--- src/rtl/uart_rx_cfg_if.sv ---
// Serial receive bundle for uart_rx_cfg: the line input plus the received word and status flags.
interface uart_rx_cfg_if #(
  parameter int DATA_BITS = 8
);
  logic                 i_RX_Serial;
  logic                 o_RX_DV;
  logic [DATA_BITS-1:0] o_RX_Data;
  logic                 o_Parity_Err;
  logic                 o_Frame_Err;
  logic                 o_Break;

  modport master (
    output i_RX_Serial,
    input  o_RX_DV,
    input  o_RX_Data,
    input  o_Parity_Err,
    input  o_Frame_Err,
    input  o_Break
  );

  modport slave (
    input  i_RX_Serial,
    output o_RX_DV,
    output o_RX_Data,
    output o_Parity_Err,
    output o_Frame_Err,
    output o_Break
  );
endinterface

--- src/rtl/uart_rx_cfg.sv ---
// Configurable UART receiver: majority-voted sampling, optional parity, 1/2 stop bits,
// framing-error and line-break detection.
module uart_rx_cfg #(
  parameter int CLKS_PER_BIT = 87,
  parameter int DATA_BITS    = 8,
  parameter int PARITY_MODE  = 0,
  parameter int STOP_BITS    = 1
) (
  input  logic         i_Clock,
  input  logic         i_Rst_n,
  uart_rx_cfg_if.slave rx
);

  localparam int CNT_W = (CLKS_PER_BIT > 1) ? $clog2(CLKS_PER_BIT) : 1;
  localparam int IDX_W = $clog2(DATA_BITS);
  localparam logic [CNT_W-1:0] HALF_C     = CNT_W'((CLKS_PER_BIT - 1) / 2);
  localparam logic [CNT_W-1:0] LAST_C     = CNT_W'(CLKS_PER_BIT - 1);
  localparam logic [IDX_W-1:0] LAST_IDX_C = IDX_W'(DATA_BITS - 1);
  localparam logic             LAST_STOP_C = 1'(STOP_BITS - 1);

  typedef enum logic [2:0] {
    ST_IDLE       = 3'd0,
    ST_START      = 3'd1,
    ST_DATA       = 3'd2,
    ST_PARITY     = 3'd3,
    ST_STOP       = 3'd4,
    ST_DONE       = 3'd5,
    ST_BREAK_WAIT = 3'd6
  } state_t;

  function automatic logic majority_f(input logic [2:0] s);
    return (s[0] & s[1]) | (s[0] & s[2]) | (s[1] & s[2]);
  endfunction

  // Odd mode flags an even count of ones over data+parity; even mode flags an odd count.
  function automatic logic parity_err_f(input logic [DATA_BITS-1:0] data, input logic pbit);
    logic x;
    x = (^data) ^ pbit;
    if (PARITY_MODE == 32'sd1) begin
      return ~x;
    end else if (PARITY_MODE == 32'sd2) begin
      return x;
    end else begin
      return 1'b0;
    end
  endfunction

  logic                 sync1_r, sync2_r;
  logic [1:0]           hist_r;
  logic                 maj_s;
  logic                 sample_s;
  logic                 break_s;
  state_t               state_r, state_next_s;
  logic [CNT_W-1:0]     cnt_r;
  logic [IDX_W-1:0]     bit_idx_r;
  logic                 stop_idx_r;
  logic [DATA_BITS-1:0] shift_r;
  logic                 par_bit_r;
  logic                 stop_low_any_r;
  logic                 stop_low_all_r;
  logic                 rx_dv_r;
  logic [DATA_BITS-1:0] rx_data_r;
  logic                 parity_err_r;
  logic                 frame_err_r;
  logic                 break_r;

  assign maj_s    = majority_f({hist_r, sync2_r});
  assign sample_s = (cnt_r == LAST_C);
  assign break_s  = (shift_r == '0) && ((PARITY_MODE == 32'sd0) || !par_bit_r)
                    && stop_low_all_r && !maj_s;

  assign rx.o_RX_DV      = rx_dv_r;
  assign rx.o_RX_Data    = rx_data_r;
  assign rx.o_Parity_Err = parity_err_r;
  assign rx.o_Frame_Err  = frame_err_r;
  assign rx.o_Break      = break_r;

  // Line synchronizer and the two-deep history feeding the majority vote.
  always_ff @(posedge i_Clock or negedge i_Rst_n) begin
    if (!i_Rst_n) begin
      sync1_r <= 1'b1;
      sync2_r <= 1'b1;
      hist_r  <= 2'b11;
    end else begin
      sync1_r <= rx.i_RX_Serial;
      sync2_r <= sync1_r;
      hist_r  <= {hist_r[0], sync2_r};
    end
  end

  // Next-state selection.
  always_comb begin
    state_next_s = state_r;
    case (state_r)
      ST_IDLE: begin
        if (!sync2_r) state_next_s = ST_START;
        else          state_next_s = ST_IDLE;
      end
      ST_START: begin
        if (cnt_r == HALF_C) state_next_s = maj_s ? ST_IDLE : ST_DATA;
        else                 state_next_s = ST_START;
      end
      ST_DATA: begin
        if (sample_s && (bit_idx_r == LAST_IDX_C))
          state_next_s = (PARITY_MODE != 32'sd0) ? ST_PARITY : ST_STOP;
        else
          state_next_s = ST_DATA;
      end
      ST_PARITY: begin
        if (sample_s) state_next_s = ST_STOP;
        else          state_next_s = ST_PARITY;
      end
      ST_STOP: begin
        if (sample_s && (stop_idx_r == LAST_STOP_C)) state_next_s = ST_DONE;
        else                                         state_next_s = ST_STOP;
      end
      ST_DONE: begin
        if (break_r) state_next_s = ST_BREAK_WAIT;
        else         state_next_s = ST_IDLE;
      end
      ST_BREAK_WAIT: begin
        if (sync2_r) state_next_s = ST_IDLE;
        else         state_next_s = ST_BREAK_WAIT;
      end
      default: state_next_s = ST_IDLE;
    endcase
  end

  // State register and bit-period counter; the counter restarts on every state change and sample.
  always_ff @(posedge i_Clock or negedge i_Rst_n) begin
    if (!i_Rst_n) begin
      state_r <= ST_IDLE;
      cnt_r   <= '0;
    end else begin
      state_r <= state_next_s;
      if ((state_next_s != state_r) || sample_s) cnt_r <= '0;
      else                                       cnt_r <= cnt_r + 1'b1;
    end
  end

  // Frame assembly: data shift register, parity bit and stop-bit observations.
  always_ff @(posedge i_Clock or negedge i_Rst_n) begin
    if (!i_Rst_n) begin
      bit_idx_r      <= '0;
      stop_idx_r     <= 1'b0;
      shift_r        <= '0;
      par_bit_r      <= 1'b0;
      stop_low_any_r <= 1'b0;
      stop_low_all_r <= 1'b1;
    end else begin
      case (state_r)
        ST_IDLE: begin
          bit_idx_r      <= '0;
          stop_idx_r     <= 1'b0;
          par_bit_r      <= 1'b0;
          stop_low_any_r <= 1'b0;
          stop_low_all_r <= 1'b1;
        end
        ST_DATA: begin
          if (sample_s) begin
            shift_r   <= {maj_s, shift_r[DATA_BITS-1:1]};
            bit_idx_r <= bit_idx_r + 1'b1;
          end
        end
        ST_PARITY: begin
          if (sample_s) par_bit_r <= maj_s;
        end
        ST_STOP: begin
          if (sample_s) begin
            stop_idx_r     <= stop_idx_r + 1'b1;
            stop_low_any_r <= stop_low_any_r | ~maj_s;
            stop_low_all_r <= stop_low_all_r & ~maj_s;
          end
        end
        default: begin
          stop_idx_r <= stop_idx_r;
        end
      endcase
    end
  end

  // Result registers load on the last stop sample so they change together with the DV pulse.
  always_ff @(posedge i_Clock or negedge i_Rst_n) begin
    if (!i_Rst_n) begin
      rx_dv_r      <= 1'b0;
      rx_data_r    <= '0;
      parity_err_r <= 1'b0;
      frame_err_r  <= 1'b0;
      break_r      <= 1'b0;
    end else begin
      rx_dv_r <= (state_next_s == ST_DONE);
      if ((state_r == ST_STOP) && (state_next_s == ST_DONE)) begin
        rx_data_r    <= shift_r;
        parity_err_r <= parity_err_f(shift_r, par_bit_r);
        frame_err_r  <= stop_low_any_r | ~maj_s;
        break_r      <= break_s;
      end
    end
  end

endmodule

--- src/flat_wrapper.sv ---
// flat-port wrapper written by rule: the top's interface ports become plain ports
module uart_rx_cfg_flat 
#(
  parameter int CLKS_PER_BIT = 87,
  parameter int DATA_BITS    = 8,
  parameter int PARITY_MODE  = 0,
  parameter int STOP_BITS    = 1
)
  (i_Clock, i_Rst_n, rx_i_RX_Serial, rx_o_RX_DV, rx_o_RX_Data, rx_o_Parity_Err, rx_o_Frame_Err, rx_o_Break);
  uart_rx_cfg_if #(.DATA_BITS(DATA_BITS)) rx_i ();
  input  logic i_Clock;
  input  logic i_Rst_n;
  input wire logic [$bits(rx_i.i_RX_Serial)-1:0] rx_i_RX_Serial;
  output wire logic [$bits(rx_i.o_RX_DV)-1:0] rx_o_RX_DV;
  output wire logic [$bits(rx_i.o_RX_Data)-1:0] rx_o_RX_Data;
  output wire logic [$bits(rx_i.o_Parity_Err)-1:0] rx_o_Parity_Err;
  output wire logic [$bits(rx_i.o_Frame_Err)-1:0] rx_o_Frame_Err;
  output wire logic [$bits(rx_i.o_Break)-1:0] rx_o_Break;
  assign rx_i.i_RX_Serial = rx_i_RX_Serial;
  assign rx_o_RX_DV = rx_i.o_RX_DV;
  assign rx_o_RX_Data = rx_i.o_RX_Data;
  assign rx_o_Parity_Err = rx_i.o_Parity_Err;
  assign rx_o_Frame_Err = rx_i.o_Frame_Err;
  assign rx_o_Break = rx_i.o_Break;
  uart_rx_cfg #(.CLKS_PER_BIT(CLKS_PER_BIT), .DATA_BITS(DATA_BITS), .PARITY_MODE(PARITY_MODE), .STOP_BITS(STOP_BITS)) u_core (.i_Clock(i_Clock), .i_Rst_n(i_Rst_n), .rx(rx_i));
endmodule
--- config.mk ---
export PLATFORM = sky130hd
export DESIGN_NAME = uart_rx_cfg_flat
export DESIGN_NICKNAME = d
export VERILOG_FILES = /design/src/rtl/uart_rx_cfg_if.sv /design/src/rtl/uart_rx_cfg.sv /design/src/flat_wrapper.sv
export SDC_FILE = /design/constraint.sdc
export NUM_CORES = 1
export LEC_CHECK = 0
export BUFFER_PORTS_ARGS = -buffer_cell sky130_fd_sc_hd__buf_2
export CAP_MARGIN = 40
export CORE_MARGIN = 2
export CORE_UTILIZATION = 45
export DETAILED_ROUTE_END_ITERATION = 10
export GPL_ROUTABILITY_DRIVEN = 0
export PLACE_DENSITY_LB_ADDON = 0.3
export SYNTH_ARGS = -nofsm -noshare
export SYNTH_HDL_FRONTEND = slang
export SYNTH_SLANG_ARGS = --single-unit
--- constraint.sdc ---
create_clock -name i_Clock -period 2.3 [get_ports i_Clock]
set_clock_uncertainty 0.1 [all_clocks]
set_input_delay 0.115 -clock i_Clock [delete_from_list [all_inputs] [get_ports i_Clock]]
set_output_delay 0.115 -clock i_Clock [all_outputs]
set_load 0.01 [all_outputs]
==> results of run 1 <==
layout make-up:
cell class / count / share of cell area, %
sequential: 39 / 47.9
multi-input combinational: 93 / 38.4
clock inverter: 3 / 0.976
clock buffer: 5 / 3.35
inverter: 3 / 0.549
tap: 50 / 3.05
timing repair buffer: 18 / 5.85
worst paths after layout:
kind / from / to / depth (start not counted)
setup / recovery: u_core.cnt_r[0] / u_core.shift_r[5] / 6
hold / removal: i_Rst_n / u_core.cnt_r[6] / 2
setup reg to reg: u_core.cnt_r[0] / u_core.shift_r[5] / 6
hold reg to reg: u_core.hist_r[0] / u_core.hist_r[1] / 0
max in group asynchronous: i_Rst_n / u_core.stop_low_all_r / 3
min in group i_Clock: u_core.hist_r[0] / u_core.hist_r[1] / 0
power groups by stage:
| stage | clock network [mW] | logic (mW) | registers, mW |
|---|---|---|---|
| after detailed placement | 0 | 0.0980 | 0.746 |
| after CTS | 0.468 | 0.101 | 0.733 |
| after global routing | 0.500 | 0.112 | 0.736 |
| final | 0.459 | 0.100 | 0.733 |
| after global placement | 0 | 0.0938 | 0.744 |
| after floorplan | 0 | 0.0793 | 0.733 |
placed cells by master (no fill, tap or decap), drive strengths merged, types with 3 or more instances in the layout:
| cell | n |
|---|---|
| dfrtp | 34 |
| mux2 | 19 |
| buf | 16 |
| nor2 | 8 |
| nor4 | 8 |
| nand3 | 6 |
| a22o | 5 |
| clkbuf | 5 |
| dfstp | 5 |
| nor3 | 4 |
| ha | 4 |
| inv | 3 |
| xor2 | 3 |
| o21ai | 3 |
stage by stage:
step | instance area [sq um] | total power, mW | hold slack (ns)
2_1_floorplan | 1810 | 0.812 | -0.281
3_3_place_gp | 1920 | 0.838 | 0.122
3_5_place_dp | 1940 | 0.844 | -0.0655
4_1_cts | 2050 | 1.30 | 0.173
5_1_grt | 2050 | 1.35 | 0.182
6_report | 2050 | 1.29 | 0.155
sequential cells by signal, summed over array words and instances (netlist names):
name	cells
u_core.rx.o_RX_Data	8
u_core.sync1_r	1
u_core.hist_r	2
u_core.sync2_r	1
u_core.rx.o_Frame_Err	1
u_core.stop_low_all_r	1
u_core.cnt_r	7
u_core.bit_idx_r	3
u_core.state_r	3
u_core.stop_idx_r	1
u_core.shift_r	8
u_core.stop_low_any_r	1
u_core.rx.o_Break	1
u_core.rx.o_RX_DV	1
metal layers:
layer | vias to the layer above | part of all wire [%] | track usage (%)
li1 | 557 | - | -
met1 | 572 | 48 | 21.7
met2 | 17 | 47 | 25.4
met3 | 3 | 3.8 | 5.50
met4 | 0 | 1.2 | 6.89
met5 | - | 0 | 0
kinds of logic after synthesis:
logic type	Yosys count	synth area share, %
simple gates	45	17.7
flops	39	54.4
mux	19	11.8
compound gates	18	8.03
buf+inv	8	2.08
fa+ha+maj	5	3.32
xor+xnor	5	2.42
other cells	1	0.208
timing repair:
action	in CTS	in global routing
hold buffers	2	0
endpoints found under the setup margin	0	0
endpoints found under the hold margin	39	0
==> flow_summary_export.csv, run 1 <==
group,metric,value,unit
drt,first_pass_iters,4,
synthesis,post_synth.cell_area_avg,12.9,sq um
clock_tree,cts_tree,"built",
sta,fmax,0.486,GHz
sta,setup_viol,0,
worst_setup_path,worst-path-max-fanout,8,
finish,multi_input_area,787,sq um
clock_tree,cts_setup_buffers,0,
floorplan,pin_count,15,
drt,vias,1149,
synthesis,synthTopCellsByCount,"dfrtp_1, mux2_2, nor2_1, nor4_1, nand3_1",
finish,regArea,982,sq um
worst_setup_path,cp-start-kind,"flip-flop",
clock_tree,cts_root_buf,"clkbuf_8",
floorplan,chipHeight,67.4,um
worst_setup_path,cp.arrival,2.14,ns
worst_setup_path,crit_chain,"inv_1, ha_1, nand4bb_4, nor2_1, nand3b_1, mux2_2",
worst_setup_path,ff2ff_setup_slack,0.24,ns
floorplan,fp-row-count,23,
power_and_ir_drop,seq_power_share,56.7,%
clock_tree,cts_buffer_depth,2,
synthesis,ys_ff_latch,39,
worst_setup_path,cp_num_buf_inv,1,
finish,diodes,0,
floorplan,die_area,0.00454,sq mm
worst_setup_path,max_stage_delay,0.42,ns
global_route,antenna_found_initial,0,
power_and_ir_drop,pwr-share-clk,35.5,%
floorplan,die_width,67.4,um
synthesis,yosysWarningCount,0,
floorplan,core-area,0.00394,sq mm
finish,utilization,52.0,%
synthesis,async_reset_ff_share,100,%
synthesis,synthFlopType,"dfrtp_1",
worst_setup_path,worst-setup-path-type,"flip-flop to flip-flop",
power_and_ir_drop,power.internal,0.961,mW
floorplan,start_util,45.8,%
worst_setup_path,path_delay_family,"simple AND/OR/NAND/NOR gates",
clock_tree,cts_resized,0,
clock_tree,cts_max_level,2,
sta,grt_setup_unrepaired,"false",
finish,nNetsFinal,167,
synthesis,yosysMostFrequentCell,"dfrtp_1",
hold_path,hold_class,"input port to async pin",
synthesis,syn_inst,140,
synthesis,synth_area_leaders,"dfrtp_1, mux2_2, dfstp_2",
global_route,grt_pass1_vias,1149,
clock_tree,cts_buffers,5,
finish,area_growth,13.6,%
global_route,overflow,0,
drt,drc,0,
placed_design,dp.cells,201,
finish,drive_gt1_share,36.0,%
run,drv_cap,0,
placed_design,post-place-ws,0.235,ns
finish,fillCellCount,341,
power_and_ir_drop,p_per_area,629,mW/mm^2
global_route,grt_usage,16.6,%
drt,ant_nets,0,
power_and_ir_drop,p_sw_share,25.6,%
drt,avgRoutedWirePerCell,14.8,um
sta,final.period_utilization,89.4,%
synthesis,synth-seq-area-share,54.4,%
placed_design,portBuffers,13,
power_and_ir_drop,power.switching,0.330,mW
sta,hold_viol,0,
synthesis,yosysTopAreaCellShare,47.1,%
placed_design,dpl.hpwl,2.27,mm
synthesis,yosysUniqueCellTypes,42,
worst_setup_path,endpoint_kind,"flip-flop",
global_route,grt_max_degree,27,
clock_tree,cts_sinks,39,
power_and_ir_drop,peakVddDrop,0.379,mV
power_and_ir_drop,comb_power_share,7.8,%
drt,drt_iter0_drc,44,
synthesis,synth-edff-count,0,
power_and_ir_drop,p_leak,0.977,nW
global_route,grt_pass1_wl,5.42,mm
sta,slew_viol_final,0,
sta,fin_tns_setup,0,ns
synthesis,synth_nets,147,
clock_tree,path_clk_slew,0.08,ns
status,status,"complete, no violations",
finish,fin_cells,211,
drt,via_per_inst,5.45,
worst_setup_path,cp.required,2.39,ns
clock_tree,clk_latency,0.30,ns
sta,min_period,2.06,ns
sta,finalWorstSetupSlack,0.243,ns
synthesis,syn_area,0.00181,sq mm
worst_setup_path,crit_path_top_delay_cell,"dfrtp_1",
synthesis,yosysTopAreaCell,"dfrtp_1",
drt,wl,3.13,mm
No activity file was read; power rests on OpenSTA's default activity.
==> inputs of run 2 (changes only) <==
PLACE_DENSITY_LB_ADDON = default   (was 0.3)
SKIP_LAST_GASP = 1   (was default)
==> run 2 against run 1 <==
Flip-flop and latch count stayed put; sequential share of layout area decreased by 1.2 points; non-clock buffer count unchanged; power is 17% higher; die area unchanged; setup slack got worse by 0.033 ns; clock power grew 46%; count of clock-buffer cells in the layout rose by 1; fmax is 1.6% lower; combinational power is 7% higher; first-iteration DRC count is 14% higher; utilization is 1.3 points higher; critical endpoint is now u_core.shift_r[7]; largest cell class unchanged.
==> flow_summary_export.csv, run 2 (synthesis results as in run 1) <==
group,metric,value,unit
status,status,"complete, no violations",
floorplan,fp-row-count,23,
hold_path,hold_class,"input port to async pin",
drt,drc,0,
sta,min_period,2.09,ns
sta,fin_tns_setup,0,ns
worst_setup_path,crit_path_top_delay_cell,"dfrtp_1",
clock_tree,clk_latency,0.29,ns
run,drv_cap,0,
power_and_ir_drop,p_leak,1.01,nW
clock_tree,cts_sinks,39,
power_and_ir_drop,comb_power_share,7.1,%
floorplan,die_area,0.00454,sq mm
drt,vias,1176,
global_route,overflow,0,
finish,nNetsFinal,167,
power_and_ir_drop,power,1.51,mW
clock_tree,cts_setup_buffers,0,
floorplan,chipHeight,67.4,um
finish,drive_gt1_share,35.4,%
sta,final.period_utilization,90.8,%
global_route,grt_usage,16.5,%
worst_setup_path,worst-setup-path-type,"flip-flop to flip-flop",
placed_design,placed_area,0.00195,sq mm
floorplan,die_width,67.4,um
sta,hold_viol,0,
worst_setup_path,crit_chain,"inv_1, ha_1, nand4bb_4, nor2_1, nand3b_1, mux2_2",
drt,via_per_inst,5.57,
drt,drt_iter0_drc,50,
worst_setup_path,r2r_cells,6,
placed_design,post-place-ws,0.217,ns
placed_design,dpl.hpwl,2.33,mm
power_and_ir_drop,p_per_area,718,mW/mm^2
clock_tree,cts_max_level,2,
sta,grt_setup_unrepaired,"false",
floorplan,start_util,45.8,%
clock_tree,cts_resized,0,
worst_setup_path,endpoint_kind,"flip-flop",
worst_setup_path,reg2reg_from,"u_core.cnt_r[0]",
worst_setup_path,r2r-end,"u_core.shift_r[7]",
finish,diodes,0,
worst_setup_path,ff2ff_setup_slack,0.21,ns
global_route,grt_pass1_vias,1121,
clock_tree,cts_tree,"built",
power_and_ir_drop,p_sw_share,21.3,%
sta,slew_viol_final,0,
sta,fmax,0.479,GHz
worst_setup_path,cp.arrival,2.17,ns
worst_setup_path,cp-startpoint,"u_core.cnt_r[0]",
clock_tree,path_clk_slew,0.08,ns
global_route,grt_pass1_wl,5.42,mm
clock_tree,cts_root_buf,"clkbuf_8",
power_and_ir_drop,power.internal,1.19,mW
clock_tree,cts_buffer_depth,2,
worst_setup_path,max_stage_delay,0.43,ns
sta,setup_viol,0,
drt,ant_nets,0,
power_and_ir_drop,seq_power_share,48.5,%
global_route,grt_max_degree,22,
worst_setup_path,cp-start-kind,"flip-flop",
drt,avgRoutedWirePerCell,15.2,um
finish,layout.cells.most_common_list,"dfrtp_1, mux2_2, buf_2",
finish,final_common_cell,"dfrtp_1",
clock_tree,cts_hold_buf,2,
power_and_ir_drop,pwr-share-clk,44.4,%
finish,multi_input_area,787,sq um
placed_design,dp.cells,201,
finish,utilization,53.3,%
power_and_ir_drop,peakVddDrop,0.389,mV
finish,regArea,982,sq um
worst_setup_path,cp.required,2.38,ns
placed_design,portBuffers,13,
global_route,antenna_found_initial,0,
clock_tree,cts_buffers,5,
finish,finalInstanceArea,0.00210,sq mm
finish,fin_cells,211,
finish,fillCellCount,335,
drt,first_pass_iters,4,
finish,area_growth,16.4,%
worst_setup_path,worst-path-max-fanout,8,
floorplan,pin_count,15,
drt,wl,3.20,mm
sta,hold_slack,0.212,ns
power_and_ir_drop,power.switching,0.322,mW
sta,finalWorstSetupSlack,0.211,ns
floorplan,core-area,0.00394,sq mm
## run 2: changes by cell type in the layout (fill, tap and decap cells not counted)
cell	previous run	this run
buf_16	0	1
bufinv_16	0	2
buf_12	1	0
clkinvlp_4	2	0
clkinv_2	1	0
clkbuf_1	0	1
## run 2: final cells by class
type	count	area share, %
inverter	3	0.535
timing repair buffer	18	6.07
tap	50	2.97
clock inverter	2	2.86
clock buffer	6	3.45
multi-input combinational	93	37.4
sequential	39	46.7
## run 2: critical path: cells and delay by family, from the launching register on
kind / cells / cell delay (ns)
buffers and inverters: 1 / 0.08
flip-flops: 1 / 0.43
multiplexers: 1 / 0.39
adder cells (fa/ha/maj): 1 / 0.20
AND/OR/NAND/NOR: 3 / 0.78
## run 2: worst max-delay path by stage
| stage | endpoint | slack [ns] | depth (start not counted) |
|---|---|---|---|
| 5_1_grt | u_core.shift_r[7] | 0.03 | 6 |
| 6_report | u_core.shift_r[7] | 0.21 | 6 |
| 2_1_floorplan | u_core.rx.o_Break | 0.45 | 7 |
| 3_5_place_dp | u_core.rx.o_RX_Data[1] | 0.22 | 7 |
| 4_1_cts | u_core.shift_r[7] | 0.20 | 6 |
| 3_3_place_gp | u_core.shift_r[7] | 0.29 | 6 |
## run 2: power by group through the flow
stage,clock (mW),combinational (mW),sequential (mW)
CTS,0.682,0.109,0.732
detailed placement,0,0.106,0.745
global route,0.712,0.121,0.735
finish,0.670,0.107,0.732
floorplan,0,0.0793,0.733
global placement,0,0.0991,0.744
## run 2: metal layers
| layer | global-route usage [%] | routed length (um) | up-vias |
|---|---|---|---|
| met5 | 0 | 0 | - |
| met4 | 6.12 | 36 | 0 |
| met3 | 5.50 | 116 | 4 |
| met2 | 23.9 | 1480 | 17 |
| met1 | 22.9 | 1570 | 595 |
| li1 | - | - | 560 |
